### src/rtl/tcdm_bank_adapter.sv
// Purpose: adapt a valid/ready TCDM slave port with an initiator tag to a 1-cycle single-port SRAM bank.
// Latency: requests reach the bank in the accept cycle; read data appears on in_resp_* one cycle later through a fall-through FIFO.
// Backpressure: in_req_ready_o comes from a registered credit count, so resp_ready stalls never drop bank data.
//
// Ports:
//   clk_i, rst_ni                     clock, synchronous active-low reset
//   in_req_*                          request channel (valid/ready, address, tag, write enable, data, byte enables)
//   in_resp_*                         read response channel (valid/ready, tag, read data)
//   bank_*                            SRAM bank strobe, write enable, address, write data, byte enables, read data
module tcdm_bank_adapter #(
    parameter int AddrWidth    = 10,
    parameter int DataWidth    = 32,
    parameter int BeWidth      = DataWidth / 8,
    parameter int IniAddrWidth = 4,
    parameter int FifoDepth    = 2
) (
    input  logic                    clk_i,
    input  logic                    rst_ni,

    input  logic                    in_req_valid_i,
    output logic                    in_req_ready_o,
    input  logic [AddrWidth-1:0]    in_req_tgt_addr_i,
    input  logic [IniAddrWidth-1:0] in_req_ini_addr_i,
    input  logic                    in_req_wen_i,
    input  logic [DataWidth-1:0]    in_req_wdata_i,
    input  logic [BeWidth-1:0]      in_req_be_i,

    output logic                    in_resp_valid_o,
    input  logic                    in_resp_ready_i,
    output logic [IniAddrWidth-1:0] in_resp_ini_addr_o,
    output logic [DataWidth-1:0]    in_resp_rdata_o,

    output logic                    bank_req_o,
    output logic                    bank_we_o,
    output logic [AddrWidth-1:0]    bank_addr_o,
    output logic [DataWidth-1:0]    bank_wdata_o,
    output logic [BeWidth-1:0]      bank_be_o,
    input  logic [DataWidth-1:0]    bank_rdata_i
);

    if (FifoDepth < 1) begin : g_depth_check
        $fatal(1, "tcdm_bank_adapter: FifoDepth must be at least 1");
    end

    localparam int CntW = (FifoDepth < 1) ? 1 : $clog2(FifoDepth + 1);
    localparam int PtrW = (FifoDepth > 1) ? $clog2(FifoDepth) : 1;
    localparam int MemDepth = (FifoDepth < 1) ? 1 : FifoDepth;

    typedef struct packed {
        logic [IniAddrWidth-1:0] ini;
        logic [DataWidth-1:0]    rdata;
    } resp_t;

    // Registered state
    logic [CntW-1:0]         cnt_q;         // reads accepted and not yet popped
    logic [CntW-1:0]         occ_q;         // entries stored in the FIFO
    logic [PtrW-1:0]         rd_ptr_q;
    logic [PtrW-1:0]         wr_ptr_q;
    logic                    rd_pending_q;  // bank read data arrives this cycle
    logic [IniAddrWidth-1:0] pending_ini_q;
    resp_t                   mem_q [MemDepth];

    // Combinational control
    logic  req_accept;
    logic  rd_accept;
    logic  push_vld;
    resp_t push_dat;
    logic  fifo_empty;
    logic  resp_vld;
    resp_t head_dat;
    logic  pop;
    logic  store;
    logic  drain;

    function automatic logic [PtrW-1:0] ptr_inc(input logic [PtrW-1:0] p);
        return (p == PtrW'(FifoDepth - 1)) ? '0 : p + PtrW'(1);
    endfunction

    // Ready depends only on the credit register: no path from resp_ready or req_valid.
    assign in_req_ready_o = (cnt_q < CntW'(FifoDepth));

    always_comb begin
        req_accept = in_req_valid_i && in_req_ready_o;
        rd_accept  = req_accept && !in_req_wen_i;

        push_vld       = rd_pending_q;
        push_dat.ini   = pending_ini_q;
        push_dat.rdata = bank_rdata_i;

        fifo_empty = (occ_q == '0);
        resp_vld   = !fifo_empty || push_vld;
        // Fall-through: an empty FIFO presents the entry being pushed this cycle.
        head_dat   = fifo_empty ? push_dat : mem_q[rd_ptr_q];

        pop   = resp_vld && in_resp_ready_i;
        // A push that is popped straight through the bypass never touches storage.
        store = push_vld && !(fifo_empty && pop);
        drain = pop && !fifo_empty;
    end

    assign in_resp_valid_o    = resp_vld;
    assign in_resp_ini_addr_o = resp_vld ? head_dat.ini   : '0;
    assign in_resp_rdata_o    = resp_vld ? head_dat.rdata : '0;

    // Bank side: strobe only on accept; the remaining fields simply pass through.
    assign bank_req_o   = req_accept;
    assign bank_we_o    = in_req_wen_i;
    assign bank_addr_o  = in_req_tgt_addr_i;
    assign bank_wdata_o = in_req_wdata_i;
    assign bank_be_o    = in_req_be_i;

    always_ff @(posedge clk_i) begin
        if (!rst_ni) begin
            cnt_q         <= '0;
            occ_q         <= '0;
            rd_ptr_q      <= '0;
            wr_ptr_q      <= '0;
            rd_pending_q  <= 1'b0;
            pending_ini_q <= '0;
        end else begin
            rd_pending_q <= rd_accept;
            if (rd_accept) begin
                pending_ini_q <= in_req_ini_addr_i;
            end

            case ({rd_accept, pop})
                2'b10:   cnt_q <= cnt_q + CntW'(1);
                2'b01:   cnt_q <= cnt_q - CntW'(1);
                default: cnt_q <= cnt_q;
            endcase

            occ_q <= occ_q + CntW'(store) - CntW'(drain);
            if (store) begin
                wr_ptr_q <= ptr_inc(wr_ptr_q);
            end
            if (drain) begin
                rd_ptr_q <= ptr_inc(rd_ptr_q);
            end
        end
    end

    // Storage needs no reset: occupancy gates every read of it.
    always_ff @(posedge clk_i) begin
        if (store) begin
            mem_q[wr_ptr_q] <= push_dat;
        end
    end

    // Credits guarantee a free slot for every push.
    a_no_overflow: assert property (@(posedge clk_i) disable iff (!rst_ni)
        !(push_vld && occ_q == CntW'(FifoDepth)));

endmodule

### config.mk
export PLATFORM = sky130hd
export DESIGN_NAME = tcdm_bank_adapter
export DESIGN_NICKNAME = d
export VERILOG_FILES = /design/src/rtl/tcdm_bank_adapter.sv
export SDC_FILE = /design/constraint.sdc
export NUM_CORES = 1
export LEC_CHECK = 0
export ABC_CLOCK_PERIOD_IN_PS = 3400
export BUFFER_PORTS_ARGS = -buffer_cell sky130_fd_sc_hd__buf_4
export CORE_MARGIN = 1.5
export CORE_UTILIZATION = 25
export DETAILED_ROUTE_END_ITERATION = 10
export PLACE_DENSITY_LB_ADDON = 0.2
export REMOVE_ABC_BUFFERS = 1
export SYNTH_ARGS = -nofsm -noshare
export SYNTH_HDL_FRONTEND = slang
export SYNTH_SLANG_ARGS = --single-unit
### constraint.sdc
create_clock -name clk_i -period 3.4 [get_ports clk_i]
set_clock_uncertainty 0.15 [all_clocks]
set_input_delay 0.68 -clock clk_i [delete_from_list [all_inputs] [get_ports clk_i]]
set_output_delay 0.68 -clock clk_i [all_outputs]
set_load 0.02 [all_outputs]
### After elaboration in Yosys (flattened, before gate mapping)

Memory sizes are Yosys's and may differ from the RTL's. A register that Yosys moved wholly into a read port is not among the register bits.
Cells that the tools add are included.

| cells by class | value |
|---|---|
| $add $sub $neg | 6 |
| $mul | 0 |
| divide/modulo/power cells | 0 |
| magnitude comparators | 1 |
| equal/unequal tests | 2 |
| shifts and indexed selects | 0 |
| muxes and demuxes | 10 |
| bitwise gates (word level) | 0 |
| reductions and logical operators | 12 |

Operators with widths:

| kind | number |
|---|---|
| 2-to-1 mux 36 bit | 1 |
| 2-to-1 mux 32 bit | 1 |
| logical AND 1 bit | 6 |
| 2-to-1 mux 1 bit | 6 |
| 2-to-1 mux 4 bit | 1 |
| one-hot mux 2 bit (2 select lines) | 1 |
| logical NOT 1 bit | 3 |
| adder 1 bit, second input constant | 2 |
| adder 2 x 1 -> 2 bit | 1 |
| adder 2 x 1 -> 2 bit, second input constant | 1 |
| equality test 2 x 1 -> 1 bit, second input constant | 1 |
| equality test 2 bit, second input constant | 1 |
| logical NOT 2 bit | 1 |
| < comparator 2 bit, second input constant | 1 |
| nonzero test 2 bit | 1 |
| subtractor 2 x 1 -> 2 bit | 1 |
| subtractor 2 x 1 -> 2 bit, second input constant | 1 |
| logical OR 1 bit | 1 |

| storage, ports and cells | value |
|---|---|
| register bits after elaboration | 11 |
| latch bits | 0 |
| memory bits (writable) | 72 |
| memory bits (read-only) | 0 |
| bits of input ports | 87 |
| output and inout bits | 86 |
| logic and storage cells | 38 |
| memories | 1 |

Memory list:

| memory | depth | width | read ports | clocked after memory_dff | wr ports | line | text |
|---|---|---|---|---|---|---|---|
| mem_q | 2 | 36 | 1 | 1 | 1 | 61 | `resp_t mem_q [MemDepth];` |

### Longest topological paths before layout

| depth | value |
|---|---|
| depth in word-level cells | 9 |
| mapped depth | 8 |
| depth with buffers taken out | 8 |

### Worst setup path after synthesis

Ideal clock, no wire load.

| timing | value |
|---|---|
| path kind | input-to-reg |
| start | input in_resp_ready_i |
| end | memory mem_q[1][0] in the netlist's numbering, enable pin |
| setup time | 429 ps |
| arrival time | 2421 ps |
| required time | 2821 ps |
| setup slack | 400 ps |
| cell stages on the path | 2 |
| buffers on the path | 0 |
| cell sequence | a21bo_2 > nor2_1 |

| between the ends | value |
|---|---|
| word-level cells in the longest chain between the ends | 6 |

Ends and longest elaborated chain:

| element | line | text |
|---|---|---|
| from (decl) | 29 | `input logic in_resp_ready_i,` |
| logical AND 1 bit | 95 | `pop = resp_vld && in_resp_ready_i;` |
| logical AND 1 bit | 97 | `store = push_vld && !(fifo_empty && pop);` |
| logical NOT 1 bit | 97 |  |
| logical AND 1 bit | 97 |  |
| 2-to-1 mux 1 bit | 144 | `if (store) begin` |
| 2-to-1 mux 1 bit (not written as such) | 145 | `mem_q[wr_ptr_q] <= push_dat;` |
| to (decl) | 61 |  |

Every way passes these cells.

==> flow_summary.json <==
{
  "status": "finished, final reports clean",
  "coreArea_mm2": 0.0151,
  "layout-drive-gt1-share": 0.329,
  "grt_usage": 0.128,
  "hold-path-endpoint": "mem_q[0][33]",
  "cts_buffers": 9,
  "die_area_mm2": 0.0162,
  "nNetsFinal": 425,
  "grt_setup_unrepaired": "no",
  "max_slew.worst_pin.slew_ps": 497,
  "grt_max_degree": 45,
  "num_antenna_cells": 0,
  "grt_overflow": 0,
  "synthesis.area_mm2": 0.00386,
  "fillers": 1510,
  "cellPowerDensity_mw_per_mm2": 804,
  "cts.sinks": 84,
  "synth_edf_count": 72,
  "place_hpwl_um": 7220,
  "report.final.slew_viol_count": 0,
  "path_max_fanout": 23,
  "dr_wl_met3_um": 1340,
  "critPathKind": "reg -> out",
  "period_share": 0.762,
  "syn_inst": 298,
  "cts_tree": "built",
  "max_freq_ghz": 0.386,
  "via_count": 2354,
  "drc": 0,
  "worstSetupEndpointType": "primary output",
  "fin_cells": 528,
  "ctsHoldBuffers": 0,
  "synth_cell_type_count": 26,
  "clock_path_buffers": 2,
  "setup_total_negative_slack_ps": 0,
  "wl_per_cell_um": 19.0,
  "root_buffer": "clkbuf_16",
  "min_period_ps": 2590,
  "critPathArrivalTime_ps": 1760,
  "dp_cells": 512,
  "relSlewSlack": 0.669,
  "hold_slack_ps": 357,
  "r2r-start": "push_vld",
  "cts_setup_buffers": 0,
  "numPortBuffers": 80,
  "reg2reg_depth": 7,
  "critical_path.slowest_cell": "dfxtp_2",
  "path_buf_inv": 2,
  "total_power_w": 0.00373,
  "drt-met1-wl_um": 4490,
  "r2r-end": "occ_q[1]",
  "worstSkewPairLatency_ps": 340,
  "gp_congestion": 0.672,
  "syn_area_per_cell_um2": 13.0,
  "routed.top_layer": "met5",
  "die_y_um": 127,
  "avgViaCountPerCell": 4.46,
  "num_rows": 45,
  "start_util": 0.255,
  "grt_pass1_wl_um": 14800,
  "drtAntennaViolNets": 0,
  "start_kind": "register",
  "firstDrtPassIters": 5,
  "worstPathCellList": "buf_12, mux2i_1, o21ai_0, buf_4",
  "cts_resized": 0,
  "ys.flop_type": "edfxtp_1",
  "critical-path-top-delay-family": "flip-flops",
  "hp-start": "pending_ini_q[1]",
  "antenna_found_initial": 0,
  "power.leakage_nw": 1.66,
  "routed_wirelength_um": 10000,
  "holdPathStages": 0,
  "syn_to_final_growth_pct": 20.2,
  "grt_pass1_vias": 2281,
  "ys_seq_area_frac": 0.622,
  "wl_met2_um": 3940,
  "ir_worst_vdd_mv": 0.358,
  "boundaryPins": 173,
  "async_flop_share": 0,
  "max_stage_delay_ps": 620,
  "hold_violations": 0,
  "clkSlewWorstSetupHoldPaths_ps": 60,
  "dieWidth_um": 127,
  "htreeDepth": 3,
  "hold_class": "reg -> reg",
  "drt_iter0_markers": 108,
  "finalSetupViolCount": 0,
  "ys_warn_count": 0,
  "cap_violations": 0,
  "critPathRequiredTime_ps": 2570,
  "ys_ff_latch": 84,
  "r2r_setup_slack_ps": 1270
}
## flip-flops by register name (all words and copies together), names as in the netlist, named ones only
name           cells
push_vld           1
mem_q             72
cnt_q              2
wr_ptr_q           1
rd_ptr_q           1
pending_ini_q      4
occ_q              2
## routing by layer
metal	up-vias	track usage
met1	1096	0.165
met3	14	0.0921
met2	131	0.159
met4	2	0.0481
li1	1111	-
met5	-	0.0464
## cell usage after synthesis, types with 2 or more instances
| library cell | n | share of area |
|---|---|---|
| xor2_1 | 3 | 0.0068 |
| edfxtp_1 | 72 | 0.56 |
| clkbuf_2 | 3 | 0.0039 |
| buf_4 | 49 | 0.095 |
| inv_1 | 5 | 0.0049 |
| dfxtp_1 | 12 | 0.062 |
| o21ai_1 | 4 | 0.0052 |
| clkbuf_1 | 3 | 0.0029 |
| nand3_1 | 36 | 0.047 |
| nand2_1 | 2 | 0.0019 |
| ha_1 | 3 | 0.0097 |
| or3_1 | 2 | 0.0032 |
| mux2i_1 | 41 | 0.11 |
| buf_2 | 4 | 0.0052 |
| o21ai_0 | 34 | 0.044 |
| nor2_1 | 11 | 0.011 |
| buf_6 | 3 | 0.0087 |
| and2_1 | 3 | 0.0049 |
## through the flow
stage | util | cell area [um^2] | setup WS [ps]
floorplan | - | 3420 | 90.9
global placement | 0.287 | 4340 | 1110
detailed placement | 0.287 | 4340 | 1090
CTS | 0.307 | 4650 | 735
global route | 0.307 | 4650 | 654
finish | 0.307 | 4650 | 810
## cell type report
| class | instances | area, um^2 | area share |
|---|---|---|---|
| Tap cell | 188 | 235 | 0.0506 |
| Timing Repair Buffer | 88 | 673 | 0.145 |
| Sequential cell | 84 | 2400 | 0.518 |
| Clock buffer | 10 | 239 | 0.0514 |
| Multi-Input combinational cell | 146 | 1010 | 0.217 |
| Clock inverter | 6 | 63.8 | 0.0137 |
| Inverter | 6 | 22.5 | 0.00485 |
## report_power, final
part	leakage, nW	internal, W	switching [W]	total (W)
combinational	0.763	0.000605	0.000881	0.00149
clock	0.144	0.000587	0.000379	0.000966
sequential	0.752	0.00120	0.0000858	0.00128
total	1.66	0.00239	0.00135	0.00373
## worst reg2reg max path, cell delays in order, from the launching register on
cell,delay [ps]
dfxtp_2,640
a21bo_2,350
ha_1,290
inv_1,40
ha_1,180
xor2_1,150
and2_1,160
nor3_1,110
## cell usage in the layout (no fill, tap or decap)
master / instances
nand3_1: 36
nor2_1: 9
nor3b_4: 1
a21oi_1: 1
dfxtp_1: 10
mux2i_1: 41
o21ai_0: 34
xnor2_1: 1
and2_1: 3
clkinv_2: 2
dfxtp_2: 2
clkinv_4: 1
nor3_1: 1
nor2_4: 3
buf_4: 87
edfxtp_1: 72
ha_1: 3
and2b_2: 1
buf_12: 1
o21ai_1: 4
clkbuf_16: 9
a21bo_2: 1
clkbuf_8: 1
nand2_1: 2
or3_1: 2
inv_1: 5
clkinv_1: 1
bufinv_16: 1
clkinvlp_4: 2
xor2_1: 3
## worst max path at each step
| stage | to | slack (ps) | depth (start not counted) |
|---|---|---|---|
| after floorplan | mem_q[1][0] | 90 | 2 |
| final | in_resp_rdata_o[26] | 810 | 4 |
| after CTS | in_resp_rdata_o[26] | 730 | 4 |
| after global routing | in_resp_rdata_o[26] | 650 | 4 |
| after global placement | cnt_q[1] | 1110 | 6 |
| after detailed placement | cnt_q[1] | 1090 | 6 |
## logic make-up after synthesis
group | Yosys count | synth area share
xor gates and xnor gates | 4 | 0.00907
adders and majority gates | 3 | 0.00971
buffers and inverters | 68 | 0.122
AOI/OAI and AO/OA | 40 | 0.0531
muxes | 41 | 0.106
and+or+nand+nor | 58 | 0.0787
DFF | 84 | 0.622
Note: power is estimated with default switching activity, not from simulation.
